[config.mk]
export PLATFORM = sky130hd
export DESIGN_NAME = multicycle_ctrl
export DESIGN_NICKNAME = d
export VERILOG_FILES = /design/src/rtl/ctrl_pkg.sv /design/src/rtl/ctrl_decode.sv /design/src/rtl/multicycle_ctrl.sv
export SDC_FILE = /design/constraint.sdc
export NUM_CORES = 1
export LEC_CHECK = 0
export ABC_AREA = 1
export CAP_MARGIN = 25
export CORE_MARGIN = 8
export CORE_UTILIZATION = 32
export DETAILED_ROUTE_END_ITERATION = 16
export PLACE_DENSITY = 0.79
export SYNTH_ARGS = -nofsm -noshare
export SYNTH_HDL_FRONTEND = slang
export SYNTH_HIERARCHICAL = 1
export SYNTH_SLANG_ARGS = --single-unit
export TNS_END_PERCENT = 100
[constraint.sdc]
create_clock -name clk -period 1.26 [get_ports clk]
set_input_delay 0.252 -clock clk [delete_from_list [all_inputs] [get_ports clk]]
set_output_delay 0.252 -clock clk [all_outputs]
set_load 0.02 [all_outputs]
[src/rtl/ctrl_pkg.sv]
// rtl/ctrl_pkg.sv - shared states, opcodes and control encodings for multicycle_ctrl
package ctrl_pkg;

    typedef enum logic [2:0] {
        S_IDLE, S_FETCH, S_DECODE, S_EXEC, S_MEM, S_WB, S_HALT, S_FAULT
    } state_t;

    typedef enum logic [2:0] {
        C_RTYPE, C_ALUI, C_LOAD, C_STORE, C_BRANCH, C_JUMP, C_HALT
    } iclass_t;

    localparam logic [3:0] OP_RTYPE = 4'b0000;
    localparam logic [3:0] OP_ALUI  = 4'b0001;
    localparam logic [3:0] OP_LOAD  = 4'b0010;
    localparam logic [3:0] OP_STORE = 4'b0011;
    localparam logic [3:0] OP_BRZ   = 4'b0100;
    localparam logic [3:0] OP_JUMP  = 4'b0101;
    localparam logic [3:0] OP_HALT  = 4'b1111;

    localparam logic [1:0] IMM27 = 2'b00;
    localparam logic [1:0] IMM17 = 2'b01;
    localparam logic [1:0] IMM16 = 2'b10;

    localparam logic [1:0] PC_PLUS4  = 2'b00;
    localparam logic [1:0] PC_BRANCH = 2'b01;
    localparam logic [1:0] PC_JUMP   = 2'b10;

    localparam logic [1:0] ALU_ADD   = 2'b00;
    localparam logic [1:0] ALU_SUB   = 2'b01;
    localparam logic [1:0] ALU_FUNCT = 2'b10;

endpackage

[src/rtl/ctrl_decode.sv]
// rtl/ctrl_decode.sv - combinational opcode decode: immediate format, class, illegal flag
module ctrl_decode
    import ctrl_pkg::*;
(
    input  logic [3:0] i_opcode,
    output logic [1:0] o_imm_src,
    output iclass_t    o_iclass,
    output logic       o_illegal
);

    always_comb begin
        o_imm_src = IMM27;
        o_iclass  = C_RTYPE;
        o_illegal = 1'b0;
        case (i_opcode)
            OP_RTYPE: o_iclass = C_RTYPE;
            OP_ALUI:  begin o_iclass = C_ALUI;   o_imm_src = IMM17; end
            OP_LOAD:  begin o_iclass = C_LOAD;   o_imm_src = IMM17; end
            OP_STORE: begin o_iclass = C_STORE;  o_imm_src = IMM17; end
            OP_BRZ:   begin o_iclass = C_BRANCH; o_imm_src = IMM16; end
            OP_JUMP:  o_iclass = C_JUMP;
            OP_HALT:  o_iclass = C_HALT;
            default:  o_illegal = 1'b1;
        endcase
    end

endmodule

[src/rtl/multicycle_ctrl.sv]
// rtl/multicycle_ctrl.sv - multicycle datapath sequencer; MEM_TIMEOUT_EN adds a memory wait timeout
module multicycle_ctrl
    import ctrl_pkg::*;
#(
    parameter int MEM_TIMEOUT = 16
) (
    input  logic        clk,
    input  logic        rst_n,
    input  logic [31:0] instr,
    input  logic        zero,
    input  logic        mem_ready,
    output logic        mem_req,
    output logic        mem_we,
    output logic        adr_src,
    output logic        ir_write,
    output logic        pc_write,
    output logic [1:0]  pc_src,
    output logic [1:0]  imm_src,
    output logic        alu_src,
    output logic [1:0]  alu_op,
    output logic        reg_write,
    output logic        mem_to_reg,
    output logic        halted,
    output logic        fault
);

    state_t     r_state;
    state_t     w_next;
    iclass_t    r_iclass;
    logic [1:0] r_imm_src;
    logic [1:0] w_dec_imm;
    iclass_t    w_dec_class;
    logic       w_dec_illegal;
    logic       w_limit;
    logic       w_expire;
    logic       w_unused;

    ctrl_decode u_decode (
        .i_opcode  (instr[31:28]),
        .o_imm_src (w_dec_imm),
        .o_iclass  (w_dec_class),
        .o_illegal (w_dec_illegal)
    );

`ifdef MEM_TIMEOUT_EN
    localparam int CW = $clog2(MEM_TIMEOUT + 1);
    logic [CW-1:0] r_wait_cnt;

    always_ff @(posedge clk or negedge rst_n) begin
        if (!rst_n) begin
            r_wait_cnt <= '0;
        end else if ((w_next != r_state) && ((w_next == S_FETCH) || (w_next == S_MEM))) begin
            r_wait_cnt <= '0;
        end else if (mem_req && !mem_ready && (r_wait_cnt != CW'(MEM_TIMEOUT))) begin
            r_wait_cnt <= r_wait_cnt + CW'(1);
        end
    end

    assign w_limit  = ((r_state == S_FETCH) || (r_state == S_MEM)) && (r_wait_cnt == CW'(MEM_TIMEOUT));
    assign w_unused = ^instr[27:0];
`else
    assign w_limit  = 1'b0;
    assign w_unused = ^{instr[27:0], (MEM_TIMEOUT > 0)};
`endif

    // At the limit a late mem_ready still completes; otherwise the request is withdrawn.
    assign w_expire = w_limit && !mem_ready;

    always_ff @(posedge clk or negedge rst_n) begin
        if (!rst_n) begin
            r_state   <= S_IDLE;
            r_imm_src <= IMM27;
            r_iclass  <= C_RTYPE;
        end else begin
            r_state <= w_next;
            if (r_state == S_DECODE) begin
                r_imm_src <= w_dec_imm;
                r_iclass  <= w_dec_class;
            end
        end
    end

    assign imm_src = r_imm_src;

    always_comb begin
        w_next     = r_state;
        mem_req    = 1'b0;
        mem_we     = 1'b0;
        adr_src    = 1'b0;
        ir_write   = 1'b0;
        pc_write   = 1'b0;
        pc_src     = PC_PLUS4;
        alu_src    = 1'b0;
        alu_op     = ALU_ADD;
        reg_write  = 1'b0;
        mem_to_reg = 1'b0;
        halted     = 1'b0;
        fault      = 1'b0;
        case (r_state)
            S_IDLE: w_next = S_FETCH;
            S_FETCH: begin
                mem_req = !w_expire;
                if (mem_ready) begin
                    ir_write = 1'b1;
                    pc_write = 1'b1;
                    w_next   = S_DECODE;
                end else if (w_expire) begin
                    w_next = S_FAULT;
                end
            end
            S_DECODE: begin
                if (w_dec_illegal)              w_next = S_FAULT;
                else if (w_dec_class == C_HALT) w_next = S_HALT;
                else                            w_next = S_EXEC;
            end
            S_EXEC: begin
                case (r_iclass)
                    C_RTYPE: begin alu_op = ALU_FUNCT; w_next = S_WB; end
                    C_ALUI:  begin alu_src = 1'b1; w_next = S_WB; end
                    C_LOAD, C_STORE: begin alu_src = 1'b1; w_next = S_MEM; end
                    C_BRANCH: begin
                        alu_op   = ALU_SUB;
                        pc_src   = PC_BRANCH;
                        pc_write = zero;
                        w_next   = S_FETCH;
                    end
                    C_JUMP: begin pc_src = PC_JUMP; pc_write = 1'b1; w_next = S_FETCH; end
                    default: w_next = S_FAULT;
                endcase
            end
            S_MEM: begin
                mem_req = !w_expire;
                adr_src = 1'b1;
                mem_we  = (r_iclass == C_STORE) && !w_expire;
                if (mem_ready)     w_next = (r_iclass == C_STORE) ? S_FETCH : S_WB;
                else if (w_expire) w_next = S_FAULT;
            end
            S_WB: begin
                reg_write  = 1'b1;
                mem_to_reg = (r_iclass == C_LOAD);
                w_next     = S_FETCH;
            end
            S_HALT:  halted = 1'b1;
            S_FAULT: fault  = 1'b1;
            default: w_next = S_IDLE;
        endcase
    end

endmodule

==> flow_metrics.py <==
metrics = {
    "cells_and_area": {
        "nets": 209,
        "diodes": 0,
        "areaGrowthSynthToFinish_pct": 122,
        "final_util_pct": 74.2,
        "drive_above_1_share_pct": 56.4,
        "stdcell_count": 199,
    },
    "run": {
        "max_cap_viol_count": 0,
    },
    "status": {
        "status": "complete, but fails checks",
        "violations": "setup timing",
    },
    "global_route": {
        "grt_pass1_wl_um": 3860,
        "grt_overflow": 0,
        "grt_use_total_pct": 13.6,
        "grt_max_degree": 9,
        "grt_pass1_vias": 861,
        "antenna_found_initial": 0,
    },
    "timing": {
        "worst_pin_slew_ps": 400,
        "hold_viol_final": 0,
        "clock_skew_ps": 11.4,
        "final_max_slew_viol_count": 0,
        "setup_slack_ps": -349,
        "maxSlewHeadroom_pct": 73.3,
        "setup-violations-final": 22,
        "fin_setup_tns_ps": -5040,
        "period_needed_ps": 1610,
        "fmax_ghz": 0.621,
        "rsz0062_at_grt": "true",
        "fin_crit_sh_pct": 128,
    },
    "pwr": {
        "pwr-share-seq_pct": 46.5,
        "p_int_w": 0.000417,
        "p_per_area_nw_per_um2": 387,
        "ir_drop_uv": 368,
        "p_total_w": 0.000552,
        "netSwitchingPower_w": 0.000135,
        "clkPwrFrac_pct": 40.0,
        "p_comb_share_pct": 13.4,
        "leakagePower_nw": 0.692,
        "swShare_pct": 24.5,
    },
    "placement": {
        "place.gp.congestion": 0.765,
        "dp.cells": 183,
        "portBuffers": 23,
        "place_hpwl_um": 1650,
    },
    "clock_network": {
        "clkTransAtPathRegs_ps": 60,
        "cts_hold_buffers": 0,
        "clock_latency_ps": 260,
        "clkSinkCount": 8,
        "htreeDepth": 1,
        "cts_made_buffers": 3,
        "tritoncts": "yes",
        "cts.path.max_buffers": 2,
        "cts-root-buf": "clkbuf_4",
    },
    "drt": {
        "wl_per_cell_um": 13.3,
        "drt.antenna.violating_nets": 0,
        "routed_via_density": 4.70,
        "top_layer": "met4",
        "drt_pass1_iterations": 4,
        "wl_met3_um": 157,
        "vias": 935,
        "drt_iter0_markers": 46,
        "wl_met2_um": 1450,
        "wl_met1_um": 1020,
        "routed_wl_um": 2660,
        "drc_errors": 0,
    },
    "die": {
        "fp.dieW_um": 60.8,
        "core_um2": 1920,
        "io_pins": 52,
        "rows": 16,
        "die_h_um": 60.8,
        "fp.dieArea_um2": 3690,
        "start_util_pct": 33.4,
    },
    "yosys": {
        "synth_top_area_cell": "dfrtp_1",
        "synth_fp_nets": 142,
        "yosysWarningCount": 6,
        "synthCells": 106,
        "synth.avg_cell_area_um2": 6.06,
        "synth_seq_cells": 8,
        "seq_area_frac_synth_pct": 31.2,
        "netlist_area_um2": 642,
        "synth.top_cell.area_share_pct": 31.2,
        "synthDistinctLibCells": 19,
        "synthTopCellsByArea": "dfrtp_1 31%, nand2_1 19%, nor2_1 9.4%",
    },
    "setup_path": {
        "path_delay_family": "flip-flops",
        "crit_slowest_cell": "dfrtp_2",
        "critPathLaunchType": "register",
        "worstPathCellList": "inv_2, nand3_4, nor2_4, nor2_2, o21ai_2, buf_6",
        "cp-end-kind": "output port",
        "cp_num_buf_inv": 2,
        "slowest_delay_ps": 460,
        "cp.arrival_ps": 1360,
        "crit_type": "register to output port",
        "crit_fanout": 7,
        "worstPathRequired_ps": 1010,
    },
    "worst_hold_path": {
        "holdCritPathClass": "input pin to asynchronous set/reset pin",
    },
}
==> cell type report <==
type | count | area (um2)
Clock buffer | 4 | 26.3
Timing Repair Buffer | 64 | 562
Tap cell | 27 | 33.8
Multi-Input combinational cell | 81 | 538
Sequential cell | 8 | 205
Fill cell | 146 | 495
Inverter | 15 | 61.3
==> metal layers <==
layer	GRT usage (%)	up-vias
met1	15.7	428
met5	0	-
met3	4.45	4
li1	-	469
met4	4.65	0
met2	22.9	34
==> stage by stage <==
step                      worst slack (ps)  hold WS, ps  cell area [um2]
after detailed placement              -579          463             1230
after global routing                  -423          292             1430
after floorplan                      -91.0        -43.6              761
after CTS                             -356          275             1300
final                                 -349          278             1430
after global placement                -547          455             1230
==> cell usage in the layout, fill, tap and decap left out, types with 5 or more instances in the layout <==
cell | synthesis | final
buf_4 | 0 | 39
nand2_1 | 33 | 26
buf_6 | 0 | 14
nor2_1 | 16 | 10
inv_1 | 10 | 8
nor2_4 | 2 | 7
nand2_2 | 2 | 7
nand3_1 | 8 | 7
inv_2 | 5 | 5
dlygate4sd2_1 | 0 | 5
==> synth_stat cells, drive strengths merged <==
library cell  count
buf               1
nand2            35
nor3              3
o21a              1
nand3b            1
nand3             9
a21oi             3
inv              15
dfrtp             8
clkbuf            1
o21ai             5
nor4              4
nor2             20
==> kinds of logic after synthesis <==
| group | count (synthesis) | synth area share (%) |
|---|---|---|
| AOI/OAI and AO/OA | 9 | 7.41 |
| buffers and inverters | 17 | 10.1 |
| and+or+nand+nor | 72 | 51.3 |
| DFF | 8 | 31.2 |
==> power by group through the flow <==
stage / Combinational, W / Sequential [W] / Clock (W)
floorplan: 0.0000230 / 0.000262 / 0
global placement: 0.0000743 / 0.000262 / 0
detailed placement: 0.0000760 / 0.000262 / 0
CTS: 0.0000733 / 0.000257 / 0.000227
global route: 0.0000816 / 0.000257 / 0.000243
finish: 0.0000741 / 0.000257 / 0.000221
==> state kept, by name (all words and copies together), names as in the netlist <==
signal,count
r_iclass,3
r_state,3
imm_src,2
==> worst paths after layout <==
kind | from | end | slack [ps] | cells past startpoint
hold reg to reg | imm_src[0] | imm_src[0] | 470 | 2
setup reg to reg | r_state[2] | r_state[0] | -290 | 10
max in group asynchronous | rst_n | r_iclass[1] | 660 | 1
setup / recovery | r_state[2] | pc_write | -350 | 6
min in group clk | instr[28] | imm_src[1] | 420 | 5
hold / removal | rst_n | imm_src[1] | 280 | 1
==> what timing repair did <==
item                       CTS  global route
pin swaps                    5             4
setup endpoints to repair   18            21
resized for setup           87            22
setup buffers                7             6
Power figures use the tool's default switching activity.
